===== src/rtl/antares_shift_pkg.sv =====
// antares_shift_pkg
//   Shared definitions for the antares shift arbiter slice: FSM state
//   encoding, requester port IDs and the operand bundle layout that is
//   registered on accept and fed to the shifter.
package antares_shift_pkg;

    typedef enum logic [1:0] {
        ST_IDLE = 2'd0,
        ST_EXEC = 2'd1,
        ST_DONE = 2'd2
    } shift_state_e;

    localparam logic SHIFT_PORT_ALU = 1'b0;
    localparam logic SHIFT_PORT_LSU = 1'b1;

    // data (32) + shamnt (5) + direction (1) + sign_extend (1)
    localparam int OPERAND_W = 39;

    typedef struct packed {
        logic        sign_extend;
        logic        direction;
        logic [4:0]  shamnt;
        logic [31:0] data;
    } operand_t;

endpackage


===== src/rtl/antares_shifter.sv =====
// antares_shifter
//   Purely combinational 32-bit barrel shifter.
//   Ports:
//     operand : registered operand bundle (data, shamnt, direction, sign_extend)
//     result  : shifted value; left shifts zero-fill, right shifts fill with
//               data[31] only when sign_extend=1.
module antares_shifter
    import antares_shift_pkg::*;
(
    input  operand_t    operand,
    output logic [31:0] result
);

    logic [31:0] left_res;
    logic [31:0] right_res;

    assign left_res  = operand.data << operand.shamnt;
    // Arithmetic shift of the signed view gives the sign fill; the logical
    // shift covers the zero-fill case.
    assign right_res = operand.sign_extend
                     ? 32'($signed(operand.data) >>> operand.shamnt)
                     : (operand.data >> operand.shamnt);
    assign result    = operand.direction ? left_res : right_res;

endmodule


===== src/rtl/antares_shift_arbiter.sv =====
// antares_shift_arbiter
//   Shares one antares_shifter between port 0 (execute-stage ALU) and
//   port 1 (load/store alignment). One operation in flight: accept ->
//   EXEC (shift evaluates from the operand register) -> DONE (result held
//   on the owner's response channel until consumed). A new request may be
//   accepted in the same cycle the owner consumes its result.
//   Ports (N = 0,1):
//     clk, rst_n           : clock, synchronous active-low reset
//     pN_req_valid/ready   : request handshake (ready is combinational on
//                            pN_resp_ready of the current owner)
//     pN_req_data/shamnt/direction/sign_extend : request operands
//     pN_resp_valid/ready  : response handshake
//     pN_resp_result       : per-port result register
//   Configuration macro: ANTARES_SHIFT_ROUND_ROBIN_EN -- round-robin tie
//   break using a last-grant register; otherwise fixed priority to port 0.
module antares_shift_arbiter
    import antares_shift_pkg::*;
#(
    parameter logic [31:0] RESULT_RESET = 32'h0000_0000
) (
    input  logic        clk,
    input  logic        rst_n,
    input  logic        p0_req_valid,
    output logic        p0_req_ready,
    input  logic [31:0] p0_req_data,
    input  logic [4:0]  p0_req_shamnt,
    input  logic        p0_req_direction,
    input  logic        p0_req_sign_extend,
    output logic        p0_resp_valid,
    input  logic        p0_resp_ready,
    output logic [31:0] p0_resp_result,
    input  logic        p1_req_valid,
    output logic        p1_req_ready,
    input  logic [31:0] p1_req_data,
    input  logic [4:0]  p1_req_shamnt,
    input  logic        p1_req_direction,
    input  logic        p1_req_sign_extend,
    output logic        p1_resp_valid,
    input  logic        p1_resp_ready,
    output logic [31:0] p1_resp_result
);

    shift_state_e           state, state_nxt;
    logic [1:0]             req_valid;
    logic [1:0]             resp_ready;
    logic                   grant;
    logic                   window;
    logic                   accept;
    operand_t               op_sel;
    logic [OPERAND_W-1:0]   op_q;
    logic                   owner_q;
    logic [1:0][31:0]       result_q;
    logic [31:0]            shift_out;

    assign req_valid  = {p1_req_valid, p0_req_valid};
    assign resp_ready = {p1_resp_ready, p0_resp_ready};

`ifdef ANTARES_SHIFT_ROUND_ROBIN_EN
    logic last_grant_q;

    always_ff @(posedge clk) begin
        if (!rst_n) begin
            // Port 1 counts as last granted so port 0 wins the first tie.
            last_grant_q <= SHIFT_PORT_LSU;
        end else if (accept) begin
            last_grant_q <= grant;
        end
    end
`endif

    // Grant selection: a lone requester wins; ties go by configuration.
    always_comb begin
        grant = SHIFT_PORT_ALU;
        if (req_valid == 2'b11) begin
`ifdef ANTARES_SHIFT_ROUND_ROBIN_EN
            grant = (last_grant_q == SHIFT_PORT_ALU) ? SHIFT_PORT_LSU : SHIFT_PORT_ALU;
`else
            grant = SHIFT_PORT_ALU;
`endif
        end else if (req_valid[1]) begin
            grant = SHIFT_PORT_LSU;
        end
    end

    // Accept is possible when idle, or when the owner drains its result
    // this very cycle; reset blocks it outright.
    assign window = (state == ST_IDLE) || ((state == ST_DONE) && resp_ready[owner_q]);
    assign accept = rst_n && window && req_valid[grant];

    // FSM state register
    always_ff @(posedge clk) begin
        // NOTE: sequential state is written with non-blocking assignments so
        // every register samples pre-edge values regardless of block order.
        if (!rst_n) begin
            state <= ST_IDLE;
        end else begin
            state <= state_nxt;
        end
    end

    // FSM next-state logic
    always_comb begin
        // NOTE: default assignment first keeps every path assigned, so no
        // latch is inferred for state_nxt.
        state_nxt = state;
        case (state)
            ST_IDLE: if (accept) state_nxt = ST_EXEC;
            ST_EXEC: state_nxt = ST_DONE;
            ST_DONE: if (resp_ready[owner_q]) state_nxt = accept ? ST_EXEC : ST_IDLE;
            default: state_nxt = ST_IDLE;
        endcase
    end

    // FSM outputs
    always_comb begin
        p0_req_ready  = accept && (grant == SHIFT_PORT_ALU);
        p1_req_ready  = accept && (grant == SHIFT_PORT_LSU);
        // Gated by rst_n so an operation caught by reset never shows a response.
        p0_resp_valid = rst_n && (state == ST_DONE) && (owner_q == SHIFT_PORT_ALU);
        p1_resp_valid = rst_n && (state == ST_DONE) && (owner_q == SHIFT_PORT_LSU);
    end

    always_comb begin
        if (grant == SHIFT_PORT_LSU) begin
            op_sel = '{sign_extend: p1_req_sign_extend, direction: p1_req_direction,
                       shamnt: p1_req_shamnt, data: p1_req_data};
        end else begin
            op_sel = '{sign_extend: p0_req_sign_extend, direction: p0_req_direction,
                       shamnt: p0_req_shamnt, data: p0_req_data};
        end
    end

    // Operand register
    always_ff @(posedge clk) begin
        // NOTE: the operand/owner register has no reset: it is only consumed
        // in EXEC/DONE, which are reachable solely through an accept that loads it.
        if (accept) begin
            op_q    <= op_sel;
            owner_q <= grant;
        end
    end

    antares_shifter u_shifter (
        .operand (operand_t'(op_q)),
        .result  (shift_out)
    );

    // Result registers: loaded at the end of EXEC, otherwise held.
    always_ff @(posedge clk) begin
        if (!rst_n) begin
            result_q <= {2{RESULT_RESET}};
        end else if (state == ST_EXEC) begin
            result_q[owner_q] <= shift_out;
        end
    end

    assign p0_resp_result = result_q[0];
    assign p1_resp_result = result_q[1];

endmodule


===== config.mk =====
export PLATFORM = sky130hd
export DESIGN_NAME = antares_shift_arbiter
export DESIGN_NICKNAME = d
export VERILOG_FILES = /design/src/rtl/antares_shift_pkg.sv /design/src/rtl/antares_shifter.sv /design/src/rtl/antares_shift_arbiter.sv
export SDC_FILE = /design/constraint.sdc
export NUM_CORES = 1
export LEC_CHECK = 0
export CELL_PAD_IN_SITES_DETAIL_PLACEMENT = 0
export CELL_PAD_IN_SITES_GLOBAL_PLACEMENT = 1
export CORE_MARGIN = 2
export CORE_UTILIZATION = 42
export CTS_BUF_LIST = sky130_fd_sc_hd__clkbuf_4
export DETAILED_ROUTE_END_ITERATION = 8
export PLACE_DENSITY_LB_ADDON = 0.1
export SYNTH_ARGS = -nofsm -noshare
export SYNTH_HDL_FRONTEND = slang
export SYNTH_SLANG_ARGS = --single-unit

===== constraint.sdc =====
create_clock -name clk -period 2.7 [get_ports clk]
set_input_delay 0.54 -clock clk [delete_from_list [all_inputs] [get_ports clk]]
set_output_delay 0.54 -clock clk [all_outputs]
set_load 0.1 [all_outputs]

# Word level (Yosys, flattened, before mapping)
# Index checks and enable logic that the tools add are counted.
# W data, S select, Z words.
totals:
  ff_bits: 106
  in_bits: 84
  out_inout_bits: 68
  elab_cells: 46
op_classes:
  n_lt_le_gt_ge: 3
  n_eq_ne: 5
  n_shift: 3
  mux: 16
  bitwise_logic: 2
  n_reduce_logical: 12
op_table:
  columns: ["op", "n"]
  rows:
  - ["$mux W32", 3]
  - ["$bwmux W64", 1]
  - ["$mux W39", 1]
  - ["$demux W32 S1", 1]
  - ["$shl A32 B5 Y32", 1]
  - ["$shr A32 B5 Y32", 1]
  - ["$sshr A32 B5 Y32", 1]
  - ["$logic_and A1 B1 Y1", 9]
  - ["$mux W1", 7]
  - ["$pmux W2 S3", 1]
  - ["$eq A2 B2 Y1 const B", 2]
  - ["$lt A1 B2 Y1 const B", 2]
  - ["$mux W2", 2]
  - ["$ne A2 B2 Y1 const B", 2]
  - ["$eq A2 B1 Y1 const B", 1]
  - ["$logic_not A2 Y1", 1]
  - ["$not A1 Y1", 2]
  - ["$reduce_and A2 Y1", 1]
  - ["$ge A1 B1 Y1 const B", 1]
  - ["$logic_or A1 B1 Y1", 1]

# Logic depth before layout (Yosys ltp)
# Gate-level depths: netlist (run 1).
logic_depth:
  depth_word: 9
  mapped_depth: 10
  depth_no_buf: 6

# Modules after synthesis
# From an unflattened synthesis (run 1), not the netlist that was laid out.
hier_totals:
  hier_cells: 820
  hier_area_um2: 8239.2
by_module_without_submodules:
  columns: ["module", "instances", "cells_per_inst", "area_per_inst_um2", "seq_area_each_um2"]
  rows:
  - ["antares_shift_arbiter", 1, 345, 4289.1, 2522.4]
  - ["antares_shifter", 1, 475, 3950.0, 0.0]

# Worst setup path after synthesis (run 1)
# OpenSTA, ideal clock, no wires.
synth_timing:
  path_kind: "input -> output"
  from: "input rst_n"
  to: "output p0_resp_valid"
  arrival_time_ns: 2.110
  required_time_ns: 2.160
  path_slack_ns: 0.050
  cell_stages: 3
  n_path_buf: 0
  cell_sequence: "nor2b_1 -> nand2_1 -> nor2_1"
synth_via:
  elab_chain_len: 2
synth_rtl:
  columns: ["item", "line_no", "source"]
  rows:
  - ["start: declaration", "antares_shift_arbiter.sv:22", "input logic rst_n,"]
  - ["$logic_and A1 B1 Y1 (2 in a row)", "antares_shift_arbiter.sv:119", "p0_resp_valid = rst_n && (state == ST_DONE) && (owner_q == SHIFT_PORT_ALU);"]
  - ["end: declaration", "antares_shift_arbiter.sv:29", "output logic p0_resp_valid,"]
# No other way between the ends.

# Final worst setup path (run 1)
layout_timing:
  from: "register op_q[32]"
  to: "register result_q, in the netlist p0_resp_result[31]"
layout_via:
  elab_chain_len: 4
  elab_cells_between_ends: 6
  classes_between: "shift (3); mux (3)"
layout_rtl:
  columns: ["item", "line_no", "source"]
  rows:
  - ["start: declaration", "antares_shift_arbiter.sv:50", "logic [OPERAND_W-1:0] op_q;"]
  - ["start signal: assignment", "antares_shift_arbiter.sv:138", "op_q <= op_sel;"]
  - ["$shr A32 B5 Y32 or $sshr A32 B5 Y32 (tied branches)", "antares_shifter.sv:22, antares_shifter.sv:21", null]
  - ["$mux W32", "antares_shifter.sv:21", "? 32'($signed(operand.data) >>> operand.shamnt)"]
  - ["$mux W32 *", "antares_shifter.sv:23", "assign result = operand.direction ? left_res : right_res;"]
  - ["$bwmux W64 *", "antares_shift_arbiter.sv:153", "result_q[owner_q] <= shift_out;"]
  - ["end signal: assignment", "antares_shift_arbiter.sv:151", "result_q <= {2{RESULT_RESET}};"]
  - ["end signal: indexed assignment", "antares_shift_arbiter.sv:153", null]
  - ["end: declaration", "antares_shift_arbiter.sv:52", "logic [1:0][31:0] result_q;"]
# Every way passes the cells marked *; elsewhere a longest branch is shown, timed or not.
# A chain may end at the register's enable or synchronous reset.

==> reports/metrics.yaml, run 1 <==
worstPathCellList: "buf_6 -> clkbuf_16 -> mux2_2 -> mux4_2 -> o21ai_0 -> o21ai_0 -> a21oi_1 -> buf_4 -> a21oi_1"
hold_violations: 0
leakage_nw: 3.87
grt_remaining_overflow: 0
drc_errors: 0
vias: 8063
die_y_um: 142
io_buffers: 151
synth_edf_count: 40
grt_util_all_layers_pct: 32.1
grtUsageMet2_pct: 51.9
cp_top_family: "multiplexers"
max_freq_mhz: 383
rows: 50
ctsHtreeMaxLevel: 3
final_layout_size_suffix_gt1_share_pct: 31.9
clock-sinks: 106
cts_buffer_depth: 2
wl_per_cell_um: 26.3
grt_most_used_layer: "met2"
timing.final.crit_period_ns: 2.61
grt_pass1_wl_um: 48100
routed_wl_um: 32600
powerDensity_nw_per_um2: 491
fillers: 1684
finalClockSkew_ns: 0.0324
grt_max_degree: 68
place_inst: 1212
final-setup-viol-count: 0
crit_arrival_ns: 3.01
use_met1_pct: 43.2
yosysMostFrequentCell: "mux2_2"
worst-r2r-cell-count: 9
cp-end-kind: "flip-flop"
fin_tns_setup_ns: 0
worst_slew_pin_slew_ns: 0.632
fin_crit_sh_pct: 96.7
final_cells: 1237
cpMaxStageDelayCell: "mux4_2"
die-area_um2: 20000
synth_top_area_share_pct: 16.6
slowest_delay_ns: 0.60
gp_congestion: 1.06
hold-path-cell-count: 2
synth_ff_type: "dfxtp_1"
fp.coreArea_um2: 18600
final_net_count: 1080
synth_nets: 917
outcome: "finished clean"
tritoncts: "done"
path_clk_slew_ns: 0.20
critPathLaunchType: "flip-flop"
numCtsBuffers: 9
ys_warn_count: 0
hpwl_um: 25200
antenna_found_initial: 3
final_area_um2: 10300
netlist_top_cells_area: "dfxtp_1 (17%), edfxtp_1 (15%), mux4_2 (12%)"
synth.yosys.seq_area_share_pct: 31.8
cp_max_fo: 8
die_w_um: 142
worstSkewPairLatency_ns: 0.52
synth.ff_latch_count: 106
ant_nets: 0
max_slew_margin_pct: 57.7
synth_area_um2: 7940
pin_count: 152
cp.required_ns: 3.10
grt_pass1_vias: 7544
syn_inst: 833
dr.pass1.iters: 5
use_met3_pct: 4.83
cap_violations: 0
path_class: "reg2reg"
syn_avg_cell_area_um2: 9.53
drt_first_iter_violations: 991
root_buffer: "clkbuf_4"
total_power_w: 0.00504
finalMaxSlewViolations: 0
areaGrowthSynthToFinish_pct: 29.2
place_area_um2: 9920
synthArstFlopShare_pct: 0
peakVddDrop_uv: 239
yosys.area.top_type: "dfxtp_1"
synth.distinct_cells: 70
min_path_type: "reg2reg"
crit_cells: 9
start_util_pct: 42.6
critPathBufInv: 3
vias_per_cell: 6.52
synth_common_cells: "mux2_2 (82), o21ai_0 (80), nor2_1 (74)"
logic make-up (layout without fill, tap and decap cells):
kind of cell    Yosys count  after routing  synth area share [%]
compound gates          263            263                  21.1
simple gates            208            208                  12.0
flops                   106            106                  31.8
other cells               0              2                     0
buf+inv                  86            254                  5.51
mux                     170            170                  29.6
routing by layer:
metal  share of wire [%]  vias up
li1                    -     3553
met1                  41     3950
met2                  47      478
met3                 8.1       80
met4                 4.3        2
met5               0.058        -
power breakdown:
| part | switching (W) | internal (W) |
|---|---|---|
| registers | 0.000117 | 0.00179 |
| logic | 0.00144 | 0.000850 |
| clock network | 0.000638 | 0.000214 |
flip-flops by register name, summed over array words and instances (netlist names):
name / cells
op_q: 39
state: 2
p1_resp_result: 32
owner_q: 1
p0_resp_result: 32
layout by cell type (no fill, tap or decap), drive strengths merged, types with 5 or more instances in the layout:
cell	count
a21oi	55
buf	147
edfxtp	40
a22o	6
and2	5
nor2	75
nand4	7
o31ai	10
a31oi	19
clkdlybuf4s50	83
dfxtp	66
clkinv	6
inv	8
nor3	15
mux2	83
nor2b	9
a22oi	9
nand3	25
mux4	43
o21ai	83
nand2b	9
nand2	48
o221ai	6
clkbuf	10
o211ai	11
a211oi	9
mux2i	44
o22ai	13
per-stage QoR:
stage / worst slack (ns) / hold WS [ns] / util [%]
after floorplan: 0.0497 / 0.514 / -
after global placement: -0.0164 / 0.462 / 53.2
after detailed placement: -0.0532 / 0.476 / 53.2
after CTS: 0.00206 / 0.500 / 54.2
after global routing: -0.0118 / 0.523 / 55.0
final: 0.0889 / 0.497 / 55.0
path summary, 6_finish.rpt:
kind	startpoint	endpoint	slack [ns]
worst min register to register	p0_resp_result[28]	p0_resp_result[28]	0.50
worst max register to register	op_q[32]	p0_resp_result[31]	0.09
worst min-delay path	p0_resp_result[28]	p0_resp_result[28]	0.50
worst max-delay path	op_q[32]	p0_resp_result[31]	0.09
worst register-to-register path: stages, from the launching register on:
cell and delay [ns]:
edfxtp_1 0.48, buf_6 0.15, clkbuf_16 0.16, mux2_2 0.39, mux4_2 0.60, o21ai_0 0.20, o21ai_0 0.09, a21oi_1 0.20
buf_4 0.15, a21oi_1 0.06
repair_timing:
action,4_1_cts,5_1_grt
pin swaps,0,3
gates resized for setup,0,23
setup endpoints to repair,6,30
buffers inserted,1,3
hold buffers,0,0
gates cloned,1,2
layout make-up:
class / count / area (um2) / area share [%]
multi-input cells: 641 / 5080 / 49.5
flip-flops and latches: 106 / 2520 / 24.6
repair buffers: 231 / 2190 / 21.4
well taps: 234 / 293 / 2.85
clock buffers: 9 / 67.6 / 0.659
clock inverters: 7 / 67.6 / 0.659
inverters: 7 / 26.3 / 0.256
diodes: 2 / 5.00 / 0.0488
Note: power is estimated with default switching activity, not from simulation.
==> run 2: changes to the inputs <==
PLACE_DENSITY = 0.95   (was default)
PLACE_DENSITY_LB_ADDON = default   (was 0.1)
==> run 2 against run 1 <==
Sequential power barely moved. Flip-flop and latch count did not move. Largest power group unchanged. Design area fell by 0.83%. Count of clock-buffer cells in the layout did not move. Maximum frequency rose by 0.96%. Register-to-register slack improved by 0.02 ns. Routed wire length fell by 8.1%. Worst setup slack improved by 0.025 ns. First-iteration DRC count rose by 4.9%. Utilization fell by 0.46 points.
==> reports/metrics.yaml, run 2 (same netlist as run 1, synthesis figures left out) <==
cp-end-kind: "flip-flop"
finalMaxSlewViolations: 0  # unchanged
die_y_um: 142  # unchanged
die_w_um: 142  # unchanged
worstSkewPairLatency_ns: 0.53  # about the same
finalClockSkew_ns: 0.0312  # -0.00115 ns
final_common_cell: "buf_4"
routed.top_layer: "met4"
cts_buffer_depth: 2  # unchanged
hold_buffers: 0  # unchanged
final_layout_size_suffix_gt1_share_pct: 31.0  # -0.89 points
routed_wl_um: 29900  # -8.1%
wl_met2_um: 13500  # -11%
fillers: 1675  # -0.53%
crit_arrival_ns: 2.99  # -0.02 ns
io_buffers: 151  # unchanged
critPathBufInv: 3  # unchanged
timing.final.crit_period_ns: 2.59  # -0.0249 ns
worst_slew_pin_slew_ns: 0.625  # -0.00696 ns
vias: 7949  # -1.4%
areaGrowthSynthToFinish_pct: 28.1
path_clk_slew_ns: 0.18  # -0.02 ns
pin_count: 152  # unchanged
multi_input_comb_area_um2: 5010  # -1.4%
cp_top_family: "compound AO/OA/AOI/OAI gates"
hpwl_um: 23300  # -7.4%
ant_nets: 0  # unchanged
cts_setup_buffers: 0  # -1
vias_per_cell: 6.42  # -1.5%
grt_pass1_wl_um: 45400  # -5.7%
grt_util_all_layers_pct: 29.8  # -2.3 points
outcome: "finished clean"
antenna_found_initial: 1  # -2
total_power_w: 0.00504  # about the same
critPathLaunchType: "flip-flop"
cts_resized: 0  # unchanged
dr.pass1.iters: 6  # +1
wl_per_cell_um: 24.2  # -8.2%
fin_tns_setup_ns: 0  # unchanged
leakage_nw: 3.85  # -0.28%
max_slew_margin_pct: 58.2  # +0.47 points
grt_pass1_vias: 7403  # -1.9%
clock-sinks: 106  # unchanged
pre_cts_ws_ns: 0.0948  # +0.148 ns
cap_violations: 0  # unchanged
ctsHtreeMaxLevel: 3  # unchanged
die-area_um2: 20000  # unchanged
powerDensity_nw_per_um2: 495  # +0.83%
final_net_count: 1083  # +0.28%
slowest_delay_ns: 0.41  # -0.19 ns
cp.required_ns: 3.11  # about the same
cpMaxStageDelayCell: "edfxtp_1"
regArea_um2: 2520  # unchanged
drc_errors: 0  # unchanged
worstPathCellList: "buf_12 -> buf_4 -> mux2_2 -> o22ai_1 -> nor2_1 -> a221o_1 -> nor2_1 -> buf_4 -> a21oi_1"
grt_max_degree: 68  # unchanged
rows: 50  # unchanged
layout_common_cells: "buf_4 (135), mux2_2 (82), clkdlybuf4s50_1 (82), o21ai_0 (80), nor2_1 (74)"
numCtsBuffers: 9  # unchanged
root_buffer: "clkbuf_4"
peakVddDrop_uv: 225  # -5.8%
gp_congestion: 1.01  # -4.4%
hold_violations: 0  # unchanged
final-setup-viol-count: 0  # unchanged
cp_max_fo: 29  # +21
fin_crit_sh_pct: 95.8  # -0.92 points
fp.coreArea_um2: 18600  # unchanged
min_path_type: "in2reg"
drt_first_iter_violations: 1040  # +4.9%
grt_remaining_overflow: 0  # unchanged
start_util_pct: 42.6  # unchanged
antenna_cells: 0  # -2
regMostFlops: "op_q"
max_freq_mhz: 387  # +0.96%
largest_reg_flops: 39  # unchanged
drt-met1-wl_um: 12500  # -5.5%
fin_ws_ns: 0.114  # +0.0249 ns
tritoncts: "done"
wl_met3_um: 2570  # -3.1%
place_inst: 1222  # +0.83%
rsz0062_at_grt: "no"
final_cells: 1238  # +0.081%
path_class: "reg2reg"
-- run 2: cell type report --
| type | count | area share [%] |
|---|---|---|
| clock buffers | 9 | 0.664 |
| flip-flops and latches | 106 | 24.8 |
| inverters | 7 | 0.258 |
| well taps | 234 | 2.88 |
| multi-input cells | 641 | 49.3 |
| clock inverters | 7 | 0.898 |
| repair buffers | 234 | 21.2 |
-- run 2: power breakdown --
group | total, W | switching, W | internal, W
logic | 0.00220 | 0.00138 | 0.000822
registers | 0.00190 | 0.000112 | 0.00178
clock network | 0.000938 | 0.000629 | 0.000309
total | 0.00504 | 0.00212 | 0.00292
-- run 2: path summary, 6_finish.rpt --
check	slack, ns	depth (start not counted)	endpoint	start
min reg2reg	0.49	2	p0_resp_result[28]	p0_resp_result[28]
min	0.46	3	state[0]	rst_n
max	0.11	9	p0_resp_result[8]	op_q[32]
max reg2reg	0.11	9	p0_resp_result[8]	op_q[32]
-- run 2: tightest hold or removal path, cell delays in order --
cell     delay, ns
buf_2         0.10
nor2b_1       0.18
o211a_1       0.12
-- run 2: per-stage QoR --
step           hold slack, ns  instance area [um2]  util, %
4_1_cts                 0.431                10200     54.4
2_1_floorplan           0.514                 7940        -
6_report                0.458                10200     54.6
3_5_place_dp            0.470                 9990     53.6
5_1_grt                 0.469                10200     54.6
3_3_place_gp            0.468                 9990     53.6
-- run 2: per-layer routing --
layer / vias to the layer above / track usage [%]
li1: 3564 / -
met1: 3825 / 40.3
met2: 475 / 46.6
met3: 85 / 5.70
met4: 0 / 12.9
met5: - / 0
